`config.mk`:
```
export PLATFORM = sky130hd
export DESIGN_NAME = sga_input_conditioner
export DESIGN_NICKNAME = d
export VERILOG_FILES = /design/src/rtl/sga_pkg.sv /design/src/rtl/sga_debounce.sv /design/src/rtl/sga_input_conditioner.sv
export SDC_FILE = /design/constraint.sdc
export NUM_CORES = 1
export LEC_CHECK = 0
export CAP_MARGIN = 5
export CORE_MARGIN = 2
export CORE_UTILIZATION = 36
export DETAILED_ROUTE_END_ITERATION = 10
export HOLD_SLACK_MARGIN = 0.12
export PLACE_DENSITY_LB_ADDON = 0.08
export REMOVE_ABC_BUFFERS = 1
export SLEW_MARGIN = 30
export SYNTH_ARGS = -nofsm -noshare
export SYNTH_HDL_FRONTEND = slang
export SYNTH_SLANG_ARGS = --single-unit
```
`constraint.sdc`:
```
create_clock -name clock -period 2.2 [get_ports clock]
set_input_delay 0.33 -clock clock [delete_from_list [all_inputs] [get_ports clock]]
set_output_delay 0.33 -clock clock [all_outputs]
set_load 0.1 [all_outputs]
```
`src/rtl/sga_pkg.sv`:
```
// Shared Snake Game Arcade definitions: direction encoding, button bit positions.
// The reverse of a direction is its bitwise complement.
package sga_pkg;

  typedef logic [1:0] dir_t;

  localparam dir_t DIR_RIGHT = 2'b00;
  localparam dir_t DIR_DOWN  = 2'b01;
  localparam dir_t DIR_UP    = 2'b10;
  localparam dir_t DIR_LEFT  = 2'b11;

  localparam int BTN_RIGHT = 0;
  localparam int BTN_DOWN  = 1;
  localparam int BTN_UP    = 2;
  localparam int BTN_LEFT  = 3;

  function automatic dir_t dir_reverse(input dir_t d);
    return ~d;
  endfunction

endpackage

```
`src/rtl/sga_debounce.sv`:
```
// One raw input: 2-FF synchroniser, stability counter, debounced level and a one-cycle rise flag.
// Level changes DEBOUNCE_CYCLES+2 edges after a steady raw change is sampled; no backpressure.
module sga_debounce #(
  parameter int DEBOUNCE_CYCLES = 50000,
  parameter int CNT_W           = $clog2(DEBOUNCE_CYCLES)
) (
  input  logic clock,
  input  logic reset_n,
  input  logic raw,
  output logic level,
  output logic rise
);

  localparam logic [CNT_W-1:0] CNT_MAX = CNT_W'(DEBOUNCE_CYCLES - 1);

  logic             sync1_q, sync2_q;
  logic             stable_q, stable_d;
  logic             rise_q, rise_d;
  logic [CNT_W-1:0] cnt_q, cnt_d;

  always_comb begin
    stable_d = stable_q;
    cnt_d    = cnt_q;
    rise_d   = 1'b0;
    if (sync2_q == stable_q) begin
      cnt_d = '0;
    end else if (cnt_q == CNT_MAX) begin
      stable_d = ~stable_q;
      cnt_d    = '0;
      rise_d   = ~stable_q;
    end else begin
      cnt_d = cnt_q + CNT_W'(1);
    end
  end

  always_ff @(posedge clock or negedge reset_n) begin
    if (!reset_n) begin
      sync1_q  <= 1'b0;
      sync2_q  <= 1'b0;
      stable_q <= 1'b0;
      rise_q   <= 1'b0;
      cnt_q    <= '0;
    end else begin
      sync1_q  <= raw;
      sync2_q  <= sync1_q;
      stable_q <= stable_d;
      rise_q   <= rise_d;
      cnt_q    <= cnt_d;
    end
  end

  assign level = stable_q;
  assign rise  = rise_q;

endmodule

```
`src/rtl/sga_input_conditioner.sv`:
```
// Debounced buttons -> one-entry latest-wins direction buffer, start/restart pulses, pause flag.
// Registered outputs follow debounced edges by one cycle; SGA_REVERSAL_FILTER_EN drops reversal presses.
module sga_input_conditioner
  import sga_pkg::*;
#(
  parameter int DEBOUNCE_CYCLES = 50000,
  parameter int CNT_W           = $clog2(DEBOUNCE_CYCLES)
) (
  input  logic       clock,
  input  logic       reset_n,
  input  logic [3:0] buttons_raw,
  input  logic       start_raw,
  input  logic       restart_raw,
  input  logic       pause_raw,
  input  dir_t       cur_direction,
  input  logic       dir_ack,
  output logic [3:0] buttons,
  output logic       dir_valid,
  output dir_t       dir_req,
  output logic       start_pulse,
  output logic       restart_pulse,
  output logic       paused
);

  // Bits 3:0 buttons, 4 start, 5 restart, 6 pause
  logic [6:0] raw_vec, level_vec, rise_vec;
  logic [2:0] ctrl_level_unused;

  assign raw_vec = {pause_raw, restart_raw, start_raw, buttons_raw};

  for (genvar i = 0; i < 7; i++) begin : g_deb
    sga_debounce #(
      .DEBOUNCE_CYCLES(DEBOUNCE_CYCLES),
      .CNT_W          (CNT_W)
    ) u_deb (
      .clock  (clock),
      .reset_n(reset_n),
      .raw    (raw_vec[i]),
      .level  (level_vec[i]),
      .rise   (rise_vec[i])
    );
  end

  assign buttons           = level_vec[3:0];
  assign ctrl_level_unused = level_vec[6:4];

  logic       start_rise, restart_rise, pause_rise;
  logic [3:0] btn_rise;
  assign btn_rise     = rise_vec[3:0];
  assign start_rise   = rise_vec[4];
  assign restart_rise = rise_vec[5];
  assign pause_rise   = rise_vec[6];

  dir_t cand;
  logic is_rev, accept;

  always_comb begin
    cand = DIR_RIGHT;
    if (btn_rise[BTN_LEFT])      cand = DIR_LEFT;
    else if (btn_rise[BTN_UP])   cand = DIR_UP;
    else if (btn_rise[BTN_DOWN]) cand = DIR_DOWN;
`ifdef SGA_REVERSAL_FILTER_EN
    is_rev = (cand == dir_reverse(cur_direction));
`else
    is_rev = 1'b0;
`endif
    accept = (|btn_rise) && (cand != cur_direction) && !is_rev;
  end

  logic dir_valid_q, dir_valid_d;
  dir_t dir_req_q, dir_req_d;
  logic paused_q, paused_d;
  logic start_pulse_q, restart_pulse_q;

  // Restart wins over everything; an accepted press wins over a same-cycle ack.
  always_comb begin
    dir_valid_d = dir_valid_q;
    dir_req_d   = dir_req_q;
    paused_d    = paused_q;
    if (restart_rise) begin
      dir_valid_d = 1'b0;
    end else if (accept) begin
      dir_valid_d = 1'b1;
      dir_req_d   = cand;
    end else if (dir_ack) begin
      dir_valid_d = 1'b0;
    end
    if (restart_rise)    paused_d = 1'b0;
    else if (pause_rise) paused_d = ~paused_q;
  end

  always_ff @(posedge clock or negedge reset_n) begin
    if (!reset_n) begin
      dir_valid_q     <= 1'b0;
      dir_req_q       <= DIR_RIGHT;
      paused_q        <= 1'b0;
      start_pulse_q   <= 1'b0;
      restart_pulse_q <= 1'b0;
    end else begin
      dir_valid_q     <= dir_valid_d;
      dir_req_q       <= dir_req_d;
      paused_q        <= paused_d;
      start_pulse_q   <= start_rise;
      restart_pulse_q <= restart_rise;
    end
  end

  assign dir_valid     = dir_valid_q;
  assign dir_req       = dir_req_q;
  assign paused        = paused_q;
  assign start_pulse   = start_pulse_q;
  assign restart_pulse = restart_pulse_q;

endmodule

```
==> impl_metrics.json <==
{
  "outcome": "completed",
  "worst-r2r-cell-count": 3,
  "cts_setup_buffers": 0,
  "powerDensity_mw_per_mm2": 760.5,
  "synth_edf_count": 0,
  "antenna_found_initial": 0,
  "dp_hpwl_um": 8747,
  "vias": 4622,
  "ant_nets": 0,
  "multi_input_area_mm2": 0.002875,
  "wire_per_inst_um": 13.83,
  "dp_slack_ns": 0.2423,
  "final_cell_mix": "dfrtp_1 (146), nor2_1 (129), xnor2_1 (86), nand3_1 (41), nand4_1 (33)",
  "grt_first_pass_wirelength_um": 22940,
  "worstPathRequired_ns": 2.50,
  "finalClockSkew_ns": 0.008561,
  "drv_slew": 0,
  "pin_count": 22,
  "setup_viol": 0,
  "grt_max_degree": 53,
  "drv_cap": 0,
  "drt-initial-drc-count": 259,
  "drive_gt1_share_pct": 10.32,
  "start_kind": "flip-flop",
  "insertion_delay_ns": 0.42,
  "fin_crit_sh_pct": 88.13,
  "hold_class": "reg2reg",
  "clock.fmax_mhz": 515.7,
  "clockBufferDepth": 2,
  "worst-path-max-fanout": 5,
  "wirelength_um": 12820,
  "dieArea_mm2": 0.01978,
  "synth.avg_cell_area_um2": 10.40,
  "yosysSeqAreaShare_pct": 54.37,
  "fin_ws_ns": 0.2611,
  "n_antenna_cell": 0,
  "overflow": 0,
  "criticalPathCategory": "reg2reg",
  "worstMarginPinSlew_ns": 0.5103,
  "yosys_warnings": 0,
  "cts_buffers": 17,
  "slew_headroom_pct": 65.77,
  "synth-main-ff-cell": "dfrtp_1",
  "fin_tns_setup_ns": 0,
  "final_common_cell": "dfrtp_1",
  "cts_sinks": 146,
  "yosys.cell_types.count": 39,
  "rsz0062_at_grt": "no",
  "clockRootBuffer": "clkbuf_16",
  "fp.dieW_um": 140.6,
  "h-tree-depth": 4,
  "n_fill_cell": 1741,
  "area_growth_pct": 16.83,
  "ys_ff_latch": 146,
  "period_needed_ns": 1.939,
  "final_area_mm2": 0.007851,
  "portBuffers": 21,
  "grt_pass1_vias": 4725,
  "cts_tree": "built",
  "worstPathArrival_ns": 2.24,
  "firstDrtPassIters": 4,
  "async_flop_share_pct": 100.0,
  "crit_path_end_kind": "flip-flop",
  "regArea_mm2": 0.003654,
  "clk_pin_slew_worst_paths_ns": 0.06,
  "die_y_um": 140.6,
  "synth_area_mm2": 0.006720,
  "p_leak_nw": 3.151,
  "ir_drop_v": 0.0005243,
  "min_path_cells": 0,
  "vias_per_cell": 4.986,
  "hold_violations": 0,
  "initial_core_util_pct": 37.03,
  "placementRows": 49,
  "core_area_mm2": 0.01815,
  "drc": 0,
  "grt_usage_pct": 14.37,
  "final_cells": 927,
  "final_nets": 706,
  "postSynthCellCount": 646,
  "gp_congestion": 0.8109,
  "dp.cells": 896,
  "placed_cell_area_mm2": 0.007226
}
==> cell type report <==
| class | count | area share (%) |
|---|---|---|
| timing repair buffer | 37 | 4.255 |
| clock inverter | 10 | 2.024 |
| tap | 229 | 3.649 |
| sequential | 146 | 46.53 |
| clock buffer | 20 | 5.817 |
| multi-input combinational | 462 | 36.62 |
| inverter | 23 | 1.100 |
==> synthesized netlist by cell type, types with 7 or more instances <==
library cell | count | area (µm²)
dfrtp_1 | 146 | 3654
nor2_1 | 129 | 484.2
xnor2_1 | 86 | 753.2
nand3_1 | 41 | 205.2
nand4_1 | 33 | 206.5
nor4_1 | 32 | 200.2
nor3_1 | 29 | 145.1
inv_1 | 23 | 86.33
nand2_1 | 21 | 78.83
xor2_1 | 17 | 148.9
and3_1 | 8 | 50.05
or4_1 | 8 | 60.06
ha_1 | 7 | 87.58
nor3b_1 | 7 | 52.55
==> critical path, stage by stage (launching register included) <==
cell	delay, ns
dfrtp_1	0.42
or4_1	0.53
or4_4	0.57
mux2_4	0.31
==> cell families after synthesis <==
group / Yosys count / share of synthesized area (%)
buffers and inverters: 38 / 2.848
AOI/OAI and AO/OA: 16 / 1.955
and+or+nand+nor: 329 / 24.82
adders and majority gates: 7 / 1.303
xor gates and xnor gates: 103 / 13.42
muxes: 7 / 1.285
DFF: 146 / 54.37
==> per-stage QoR <==
step,utilization [%],hold WS [ns],power [W]
2_1_floorplan,-,0.03441,0.002885
3_3_place_gp,39.82,0.3182,0.003009
3_5_place_dp,39.82,0.3267,0.003015
4_1_cts,43.26,0.3251,0.006089
5_1_grt,43.26,0.3255,0.006231
6_report,43.26,0.3455,0.005971
==> path summary, 6_finish.rpt <==
check | from | to | slack, ns
max | g_deb[5].u_deb.cnt_q[10]$_DFF_PN0_ | g_deb[5].u_deb.level$_DFFE_PN0P_ | 0.26
min | g_deb[6].u_deb.sync1_q$_DFF_PN0_ | g_deb[6].u_deb.sync2_q$_DFF_PN0_ | 0.35
max reg2reg | g_deb[5].u_deb.cnt_q[10]$_DFF_PN0_ | g_deb[5].u_deb.level$_DFFE_PN0P_ | 0.26
min reg2reg | g_deb[6].u_deb.sync1_q$_DFF_PN0_ | g_deb[6].u_deb.sync2_q$_DFF_PN0_ | 0.35
max in group asynchronous | reset_n | g_deb[4].u_deb.level$_DFFE_PN0P_ | 1.07
min in group asynchronous | reset_n | g_deb[1].u_deb.sync2_q$_DFF_PN0_ | 0.44
==> timing repair <==
action | CTS | global route
gates resized for setup | 0 | 0
endpoints found under the hold margin | 49 | 0
hold buffers | 1 | 0
==> power breakdown <==
group	switching (W)	internal, W
logic	0.000115	0.0000743
clock network	0.00107	0.00194
registers	0.0000389	0.00273
==> registers in the layout, indices dropped and copies added, names as in the netlist <==
register and cells:
start_pulse 1, paused 1, g_deb.u_deb.sync2_q 7, g_deb.u_deb.rise 7, g_deb.u_deb.sync1_q 7, g_deb.u_deb.cnt_q 112, dir_req 2, dir_valid 1
restart_pulse 1, g_deb.u_deb.level 7
==> metal layers <==
metal / vias to the layer above / GRT usage (%) / share of wire (%)
met2: 60 / 22.23 / 47
li1: 2325 / - / -
met3: 12 / 4.552 / 3.3
met4: 0 / 4.263 / 0.90
met5: - / 0 / 0
met1: 2225 / 19.46 / 49
Note: power is estimated with default switching activity, not from simulation.
